<file path="src/rtl/elevator_scan_scheduler.sv">
// rtl/elevator_scan_scheduler.sv - SCAN elevator scheduler: request bitmap, car position, direction, door
// Optional build macro: EMERGENCY_RECALL_EN (adds recall input; car returns to floor 1 and holds door)
module elevator_scan_scheduler #(
  parameter int FLOORS      = 16,
  parameter int FW          = 4,
  parameter int MOVE_CYCLES = 3,
  parameter int DOOR_CYCLES = 4
) (
  input  logic              clk,
  input  logic              rst,
`ifdef EMERGENCY_RECALL_EN
  input  logic              recall,
`endif
  input  logic              req_valid,
  input  logic [FW-1:0]     req_floor,
  output logic              req_ready,
  output logic              req_err,
  output logic [FW-1:0]     cur_floor,
  output logic              dir_up,
  output logic              moving,
  output logic              door_open,
  output logic [FLOORS-1:0] pending,
  output logic              idle
);

  localparam int MCW = $clog2(MOVE_CYCLES + 1);
  localparam int DCW = $clog2(DOOR_CYCLES + 1);

  typedef enum logic [1:0] {S_IDLE, S_MOVE, S_DOOR} state_t;

  state_t            state_q, state_d;
  logic [FW-1:0]     cur_floor_q, cur_floor_d;
  logic              dir_up_q, dir_up_d;
  logic [FLOORS-1:0] pending_q, pending_d;
  logic [MCW-1:0]    move_cnt_q, move_cnt_d;
  logic [DCW-1:0]    door_cnt_q, door_cnt_d;
  logic              req_err_q, req_err_d;

  logic              req_ok, req_here, can_step, step_hit;
  logic              up_any_q, dn_any_q, up_any_in, dn_any_in;
  logic [FW-1:0]     step_floor;
  logic [FLOORS-1:0] req_hot, step_hot, pend_in;

  function automatic logic any_above(input logic [FLOORS-1:0] v, input logic [FW-1:0] f);
    logic r;
    r = 1'b0;
    for (int i = 0; i < FLOORS; i++)
      if (i > int'(f) && v[i]) r = 1'b1;
    return r;
  endfunction

  function automatic logic any_below(input logic [FLOORS-1:0] v, input logic [FW-1:0] f);
    logic r;
    r = 1'b0;
    for (int i = 1; i < FLOORS; i++)
      if (i < int'(f) && v[i]) r = 1'b1;
    return r;
  endfunction

  function automatic logic [FLOORS-1:0] onehot(input logic [FW-1:0] f);
    logic [FLOORS-1:0] r;
    r = '0;
    for (int i = 1; i < FLOORS; i++)
      r[i] = (int'(f) == i);
    return r;
  endfunction

`ifdef EMERGENCY_RECALL_EN
  assign req_ready = !recall;
`else
  assign req_ready = 1'b1;
`endif

  always_comb begin
    req_ok     = req_valid && req_ready && (req_floor != '0) && (int'(req_floor) < FLOORS);
    req_hot    = onehot(req_floor);
    // A call for the floor the car stands at (door open or idle) is served in place, never queued.
    req_here   = req_ok && (req_floor == cur_floor_q) && (state_q != S_MOVE);
    pend_in    = pending_q | ((req_ok && !req_here) ? req_hot : '0);
    up_any_q   = any_above(pending_q, cur_floor_q);
    dn_any_q   = any_below(pending_q, cur_floor_q);
    up_any_in  = any_above(pend_in, cur_floor_q);
    dn_any_in  = any_below(pend_in, cur_floor_q);
    can_step   = dir_up_q ? (int'(cur_floor_q) < FLOORS - 1) : (int'(cur_floor_q) > 1);
    step_floor = can_step ? (dir_up_q ? cur_floor_q + 1'b1 : cur_floor_q - 1'b1) : cur_floor_q;
    step_hot   = onehot(step_floor);
    step_hit   = |(pend_in & step_hot);

    state_d     = state_q;
    cur_floor_d = cur_floor_q;
    dir_up_d    = dir_up_q;
    pending_d   = pend_in;
    move_cnt_d  = move_cnt_q;
    door_cnt_d  = door_cnt_q;
    req_err_d   = req_valid && req_ready && !req_ok;

    case (state_q)
      S_IDLE: begin
        move_cnt_d = '0;
        if (req_here) begin
          state_d    = S_DOOR;
          door_cnt_d = DCW'(DOOR_CYCLES);
        end else if (up_any_q && dn_any_q) begin
          state_d = S_MOVE;
        end else if (up_any_q) begin
          state_d  = S_MOVE;
          dir_up_d = 1'b1;
        end else if (dn_any_q) begin
          state_d  = S_MOVE;
          dir_up_d = 1'b0;
        end
      end
      S_MOVE: begin
        if (move_cnt_q == MCW'(MOVE_CYCLES - 1)) begin
          move_cnt_d  = '0;
          cur_floor_d = step_floor;
          if (step_hit) begin
            pending_d  = pend_in & ~step_hot;
            state_d    = S_DOOR;
            door_cnt_d = DCW'(DOOR_CYCLES);
          end
        end else begin
          move_cnt_d = move_cnt_q + 1'b1;
        end
      end
      S_DOOR: begin
        if (req_here) begin
          door_cnt_d = DCW'(DOOR_CYCLES);
        end else if (door_cnt_q <= DCW'(1)) begin
          door_cnt_d = '0;
          move_cnt_d = '0;
          if (dir_up_q ? up_any_in : dn_any_in) begin
            state_d = S_MOVE;
          end else if (dir_up_q ? dn_any_in : up_any_in) begin
            state_d  = S_MOVE;
            dir_up_d = !dir_up_q;
          end else begin
            state_d = S_IDLE;
          end
        end else begin
          door_cnt_d = door_cnt_q - 1'b1;
        end
      end
      default: state_d = S_IDLE;
    endcase

`ifdef EMERGENCY_RECALL_EN
    // Recall finishes any step in progress, then heads straight down to floor 1 and parks door-open.
    if (recall) begin
      pending_d = '0;
      case (state_q)
        S_MOVE: begin
          state_d = S_MOVE;
          if (move_cnt_q == MCW'(MOVE_CYCLES - 1)) begin
            move_cnt_d  = '0;
            cur_floor_d = step_floor;
            dir_up_d    = 1'b0;
            if (step_floor == FW'(1)) begin
              state_d    = S_DOOR;
              door_cnt_d = DCW'(DOOR_CYCLES);
            end
          end else begin
            move_cnt_d = move_cnt_q + 1'b1;
          end
        end
        default: begin
          move_cnt_d = '0;
          if (cur_floor_q == FW'(1)) begin
            state_d    = S_DOOR;
            door_cnt_d = DCW'(DOOR_CYCLES);
          end else begin
            state_d  = S_MOVE;
            dir_up_d = 1'b0;
          end
        end
      endcase
    end
`endif
  end

  always_ff @(posedge clk) begin
    if (rst) begin
      state_q     <= S_IDLE;
      cur_floor_q <= FW'(1);
      dir_up_q    <= 1'b1;
      pending_q   <= '0;
      move_cnt_q  <= '0;
      door_cnt_q  <= '0;
      req_err_q   <= 1'b0;
    end else begin
      state_q     <= state_d;
      cur_floor_q <= cur_floor_d;
      dir_up_q    <= dir_up_d;
      pending_q   <= pending_d;
      move_cnt_q  <= move_cnt_d;
      door_cnt_q  <= door_cnt_d;
      req_err_q   <= req_err_d;
    end
  end

  assign req_err   = req_err_q;
  assign cur_floor = cur_floor_q;
  assign dir_up    = dir_up_q;
  assign moving    = (state_q == S_MOVE);
  assign door_open = (state_q == S_DOOR);
  assign pending   = pending_q;
  assign idle      = (state_q == S_IDLE) && (pending_q == '0);

endmodule

</file>
<file path="config.mk">
export PLATFORM = sky130hd
export DESIGN_NAME = elevator_scan_scheduler
export DESIGN_NICKNAME = d
export VERILOG_FILES = /design/src/rtl/elevator_scan_scheduler.sv
export SDC_FILE = /design/constraint.sdc
export NUM_CORES = 1
export LEC_CHECK = 0
export CAP_MARGIN = 20
export CORE_ASPECT_RATIO = 0.9
export CORE_MARGIN = 2
export CORE_UTILIZATION = 50
export CTS_BUF_LIST = sky130_fd_sc_hd__clkbuf_2 sky130_fd_sc_hd__clkbuf_4 sky130_fd_sc_hd__clkbuf_8
export CTS_CLUSTER_SIZE = 12
export DETAILED_ROUTE_END_ITERATION = 16
export MAX_ROUTING_LAYER = met4
export PLACE_DENSITY = 0.75
export SYNTH_ARGS = -nofsm -noshare
export SYNTH_HDL_FRONTEND = slang
export SYNTH_SLANG_ARGS = --single-unit
</file>
<file path="constraint.sdc">
create_clock -name clk -period 3.4 [get_ports clk]
set_input_delay 0.68 -clock clk [delete_from_list [all_inputs] [get_ports clk]]
set_output_delay 0.68 -clock clk [all_outputs]
set_load 0.01 [all_outputs]
</file>
Yosys cells after proc, flatten, opt, wreduce, memory -nomap -nowiden
Cells that the tools add are included.
{"block": "op_classes", "n_addsub": 4, "magnitude_cmp": 32, "eq_ne": 46, "muxes": 97, "bitwise_logic": 4, "n_reduce_logical": 79}
{"cell": "1-bit two-way mux", "count": 71}
{"cell": "1-bit logical AND", "count": 65}
{"cell": "4-bit == test, second input constant", "count": 16}
{"cell": "16-bit two-way mux", "count": 4}
{"cell": "16-bit AND", "count": 2}
{"cell": "4-bit by 3-bit == test with 1-bit output, second input constant", "count": 8}
{"cell": "4-bit greater-than comparator, first input constant", "count": 8}
{"cell": "4-bit < comparator, first input constant", "count": 7}
{"cell": "2-bit two-way mux", "count": 11}
{"cell": "4-bit by 2-bit == test with 1-bit output, second input constant", "count": 4}
{"cell": "3-bit by 4-bit greater-than comparator with 1-bit output, first input constant", "count": 4}
{"cell": "16-bit zero test", "count": 1}
{"cell": "3-bit by 4-bit < comparator with 1-bit output, first input constant", "count": 4}
{"cell": "16-bit inverter", "count": 1}
{"cell": "16-bit OR", "count": 1}
{"cell": "16-bit OR reduction", "count": 1}
{"cell": "3-bit two-way mux", "count": 5}
{"cell": "2-bit one-hot mux with 3 select lines", "count": 2}
{"cell": "2-bit by 1-bit != test with 1-bit output, second input constant", "count": 5}
{"cell": "2-bit != test, second input constant", "count": 5}
{"cell": "3-bit one-hot mux with 3 select lines", "count": 1}
{"cell": "4-bit by 1-bit == test with 1-bit output, second input constant", "count": 2}
{"cell": "2-bit by 4-bit greater-than comparator with 1-bit output, first input constant", "count": 2}
{"cell": "2-bit by 4-bit < comparator with 1-bit output, first input constant", "count": 2}
{"cell": "other kinds (26)", "count": 30}
{"block": "word_totals", "ff_bits": 29, "in_bits": 7, "out_inout_bits": 26, "elab_cells": 269}

Longest topological paths before layout
{"block": "depth", "depth_word": 30, "depth_mapped": 14, "mapped_depth_nobuf": 10}

Worst setup path after synthesis
No wires, ideal clock.
{"block": "synth_path", "kind": "register to register", "start": "reg cur_floor_q[0] (netlist: cur_floor[0])", "end": "reg pending_q[1] (netlist: pending[1])", "setup_time_ns": 0.148, "arrival_ns": 3.259, "required_time_ns": 3.252, "setup_slack_ns": -0.008, "path_stages_with_launch": 15, "n_path_buf": 4, "period_less_slack_ns": 3.408, "cell_sequence": "dfxtp_1 -> clkbuf_1 -> inv_1 -> ha_1 -> clkbuf_1 -> nor3b_1 -> a311o_1 -> clkbuf_1 -> a21boi_1 -> a222oi_1 -> o22ai_1 -> nor4_4 -> a21oi_2 -> buf_6 -> a311oi_1"}
{"block": "synth_between", "elab_chain_cells": 12, "elab_cells_between_ends": 36, "classes_between": "add/sub: 2; order compare: 2; eq/ne: 16; mux: 7; bitwise: 4; reduce/logical: 5"}
{"element": "start, declared", "line_no": "32", "rtl": "logic [FW-1:0] cur_floor_q, cur_floor_d;"}
{"element": "start signal, assigned", "line_no": "192", "rtl": "cur_floor_q <= cur_floor_d;"}
{"element": "parallel branches: the longest is 11 deep, another holds 4-bit by 1-bit subtractor with 4-bit output"}
{"element": "16-bit two-way mux *", "line_no": "97", "rtl": "case (state_q)"}
{"element": "end signal, assigned", "line_no": "194", "rtl": "pending_q <= pending_d;"}
{"element": "end, declared", "line_no": "34", "rtl": "logic [FLOORS-1:0] pending_q, pending_d;"}
Every way passes the cells marked *.
A chain may end at the register's enable or synchronous reset.

Worst setup path in the final report
{"block": "layout_path", "start": "in req_floor[1]", "end": "reg pending_q[11] (netlist: pending[11])"}
{"block": "layout_between", "elab_chain_cells": 13, "elab_cells_between_ends": 30, "classes_between": "eq/ne: 16; mux: 4; bitwise: 3; reduce/logical: 7"}
{"element": "start, declared", "line_no": "15", "rtl": "input logic [FW-1:0] req_floor,"}
{"element": "4-bit nonzero test", "line_no": "75", "rtl": "req_ok = req_valid && req_ready && (req_floor != '0) && (int'(req_floor) < FLOORS);"}
{"element": "1-bit logical AND", "line_no": "75"}
{"element": "1-bit logical AND (2 in series)", "line_no": "78", "rtl": "req_here = req_ok && (req_floor == cur_floor_q) && (state_q != S_MOVE);"}
{"element": "1-bit zero test", "line_no": "79", "rtl": "pend_in = pending_q | ((req_ok && !req_here) ? req_hot : '0);"}
{"element": "1-bit logical AND", "line_no": "79"}
{"element": "16-bit two-way mux *", "line_no": "79"}
{"element": "16-bit OR *", "line_no": "79"}
{"element": "16-bit AND", "line_no": "87", "rtl": "step_hit = |(pend_in & step_hot);"}
{"element": "16-bit OR reduction", "line_no": "87"}
{"element": "16-bit two-way mux", "line_no": "117", "rtl": "if (step_hit) begin"}
{"element": "16-bit two-way mux", "line_no": "114", "rtl": "if (move_cnt_q == MCW'(MOVE_CYCLES - 1)) begin"}
{"element": "16-bit two-way mux *", "line_no": "97"}
Mark *: on every way between the ends. The rest lies on a longest branch, timed or not.

==> results_dict.tcl <==
set metrics [dict create \
    status "completed" \
    first_global_vias 3125 \
    cts_resized 0 \
    ctsHoldBuffers 0 \
    seq_area_frac_synth 0.200 \
    cts_setup_buffers 0 \
    r2r_start "cur_floor[2]" \
    numPortBuffers 30 \
    worstRegToRegCells 9 \
    io_pins 33 \
    power.switching_mw 0.246 \
    fin_nets 451 \
    vias 3448 \
    ys_ff_latch 28 \
    avgSynthCellArea_um2 7.42 \
    insertion_delay_ns 0.28 \
    power.internal_mw 0.598 \
    finalHoldViolCount 0 \
    final_cell_mix "buf_4 (55), a21oi_1 (32), nand2_1 (30), clkdlybuf4s50_1 (30), nor2_1 (29)" \
    critPathMaxFanout 10 \
    drtAntennaViolNets 0 \
    clkSinkCount 28 \
    report.final.slew_viol_count 0 \
    reg2reg_to "dir_up" \
    required_ns 3.58 \
    n_fill_cell 465 \
    dp.cells 500 \
    die_h_um 75.1 \
    synth_edf_count 0 \
    final_common_cell "buf_4" \
    antenna_found_initial 0 \
    grt_pass1_wl_um 16600 \
    rrSetupSlack_ns 0.19 \
    syn_to_final_growth_pct 26.7 \
    crit_end "pending[11]" \
    drc 0 \
    synth_top_family_by_area "compound AO/OA/AOI/OAI gates" \
    wl_per_cell_um 21.1 \
    vias_per_cell 6.84 \
    yosys_warnings 0 \
    grt-ovfl-total 0 \
    fin_skew_ns 0.00370 \
    async_reset_ff_frac 0 \
    clockRootBuffer "clkbuf_8" \
    synth_compound_area_frac 0.380 \
    cp-end-kind "flip-flop" \
    pwr_density_cell_nw_per_um2 237 \
    switching_share 0.291 \
    finalPower_mw 0.844 \
    synth_top_flop_cell "dfxtp_1" \
    yosysUniqueCellTypes 79 \
    ir_drop_uv 210 \
    maxSlewHeadroom 0.551 \
    stdcell_area_um2 3550 \
    drive_gt1_frac 0.188 \
    core_area_um2 5350 \
    antennaDiodeCount 0 \
    drt_wl_total_um 10600 \
    dpl_cell_area_um2 3460 \
    rsz0062_at_grt "true" \
    track_usage 0.348 \
    finalSetupViolCount 0 \
    die_x_um 83.0 \
    drt_iter0_markers 421 \
    dp_hpwl_um 8080 \
    hold_ws_ns 0.509 \
    period_minus_slack_ns 3.28 \
    synth_xor_xnor_area_share 0.0281 \
    synthAdderAreaFrac 0.0303 \
    fin_cells 504 \
    cp-start-kind "primary input" \
    synth-simple-area-share 0.253 \
    period_share 0.966 \
    dieArea_um2 6230 \
    p_seq_frac 0.415 \
    cts_made_buffers 3 \
    syn_nets 391 \
    crit_start "req_floor[1]" \
    pwr-share-clk 0.316 \
    dr.pass1.iters 5 \
    muxShareOfSynthArea 0.0299 \
    initial_utilization 0.525 \
    place.gp.congestion 1.05 \
    pwr-share-comb 0.268 \
    criticalPathCategory "primary input to flip-flop" \
    fmax_mhz 304 \
    clk_pin_slew_worst_paths_ns 0.10 \
    worstPathArrival_ns 3.47 \
    synth_area_um2 2810 \
    tightest_slew_ns 0.668 \
    grt_max_degree 28 \
    dp_slack_ns -0.211 \
    ctsHtreeMaxLevel 1 \
    clk_path_buf_depth 2 \
    drv_cap 0 \
    p_leak_nw 1.30 \
    fin_ws_ns 0.116 \
    cts_tree "built" \
    synthCells 378 \
    min_path_type "flip-flop to flip-flop" \
    num_rows 25 \
]
final cells by class:
| class | count | area (µm²) | area share |
|---|---|---|---|
| clock inverter | 1 | 30.0 | 0.00845 |
| tap | 67 | 83.8 | 0.0236 |
| clock buffer | 3 | 41.3 | 0.0116 |
| sequential | 28 | 561 | 0.158 |
| timing repair buffer | 85 | 713 | 0.201 |
| multi-input combinational | 303 | 2060 | 0.580 |
| inverter | 17 | 63.8 | 0.0180 |
per-stage QoR:
step | util | TNS [ns]
detailed placement | 0.646 | -2.27
finish | 0.665 | 0
global route | 0.665 | 0
CTS | 0.660 | 0
global placement | 0.646 | -0.574
floorplan | - | 0
per-layer routing:
metal,GRT usage,wire (µm),vias to the layer above
met5,-,0,-
met4,0.0984,272,0
met3,0.0493,1070,35
met2,0.559,4730,203
met1,0.464,4570,1649
li1,-,-,1561
power by group through the flow:
stage	registers, mW	logic [mW]	clock network (mW)
5_1_grt	0.351	0.243	0.277
2_1_floorplan	0.353	0.130	0
6_report	0.350	0.226	0.267
3_5_place_dp	0.357	0.218	0
4_1_cts	0.349	0.219	0.271
3_3_place_gp	0.356	0.217	0
logic make-up after synthesis:
logic type               after synthesis
AO/OA/AOI/OAI                        145
AND/OR/NAND/NOR                      132
buffers and inverters                 47
flip-flops                            28
XOR/XNOR                               9
multiplexers                           8
adder cells (fa/ha/maj)                7
other                                  2
worst min path at each step:
stage,end,startpoint,slack (ns),depth (start not counted)
after floorplan,door_cnt_q[0],door_cnt_q[0],0.46,1
after global placement,door_cnt_q[0],door_cnt_q[0],0.48,1
after detailed placement,door_cnt_q[0],door_cnt_q[0],0.49,1
after CTS,door_cnt_q[0],door_cnt_q[0],0.50,1
after global routing,door_cnt_q[0],door_cnt_q[0],0.52,1
final,door_cnt_q[0],door_cnt_q[0],0.51,1
state kept, by name, summed over array words and instances (netlist names):
| signal | cells |
|---|---|
| dir_up | 1 |
| state_q | 2 |
| pending | 15 |
| door_cnt_q | 3 |
| move_cnt_q | 2 |
| req_err | 1 |
| cur_floor | 4 |
cell usage after synthesis (all sizes together) (4+ instances only):
| library cell | count | share of area |
|---|---|---|
| nor2 | 29 | 0.039 |
| o221ai | 4 | 0.015 |
| xnor2 | 4 | 0.012 |
| nand3 | 8 | 0.014 |
| xor2 | 5 | 0.016 |
| inv | 16 | 0.021 |
| a31oi | 15 | 0.033 |
| nor4 | 6 | 0.021 |
| nand2b | 6 | 0.013 |
| or4 | 5 | 0.015 |
| or3 | 4 | 0.0089 |
| dfxtp | 28 | 0.20 |
| nor3 | 11 | 0.021 |
| ha | 6 | 0.027 |
| nor2b | 12 | 0.028 |
| o211ai | 4 | 0.011 |
| a211oi | 6 | 0.018 |
| mux2i | 5 | 0.018 |
| a21oi | 33 | 0.060 |
| nand4 | 5 | 0.011 |
| o22ai | 7 | 0.016 |
| buf | 10 | 0.027 |
| or2 | 4 | 0.0089 |
| nand2 | 31 | 0.042 |
| o21ai | 16 | 0.029 |
| clkbuf | 20 | 0.027 |
| o31ai | 5 | 0.013 |
| a311oi | 12 | 0.037 |
critical path, stage by stage:
cell             delay (ns)
clkdlybuf4s50_1        0.44
xor2_1                 0.17
or4_4                  0.56
a41o_1                 0.30
a222oi_1               0.37
o22ai_1                0.17
nor4_4                 0.20
a21oi_2                0.11
buf_4                  0.18
a311oi_1               0.29
Note: power is estimated with default switching activity, not from simulation.
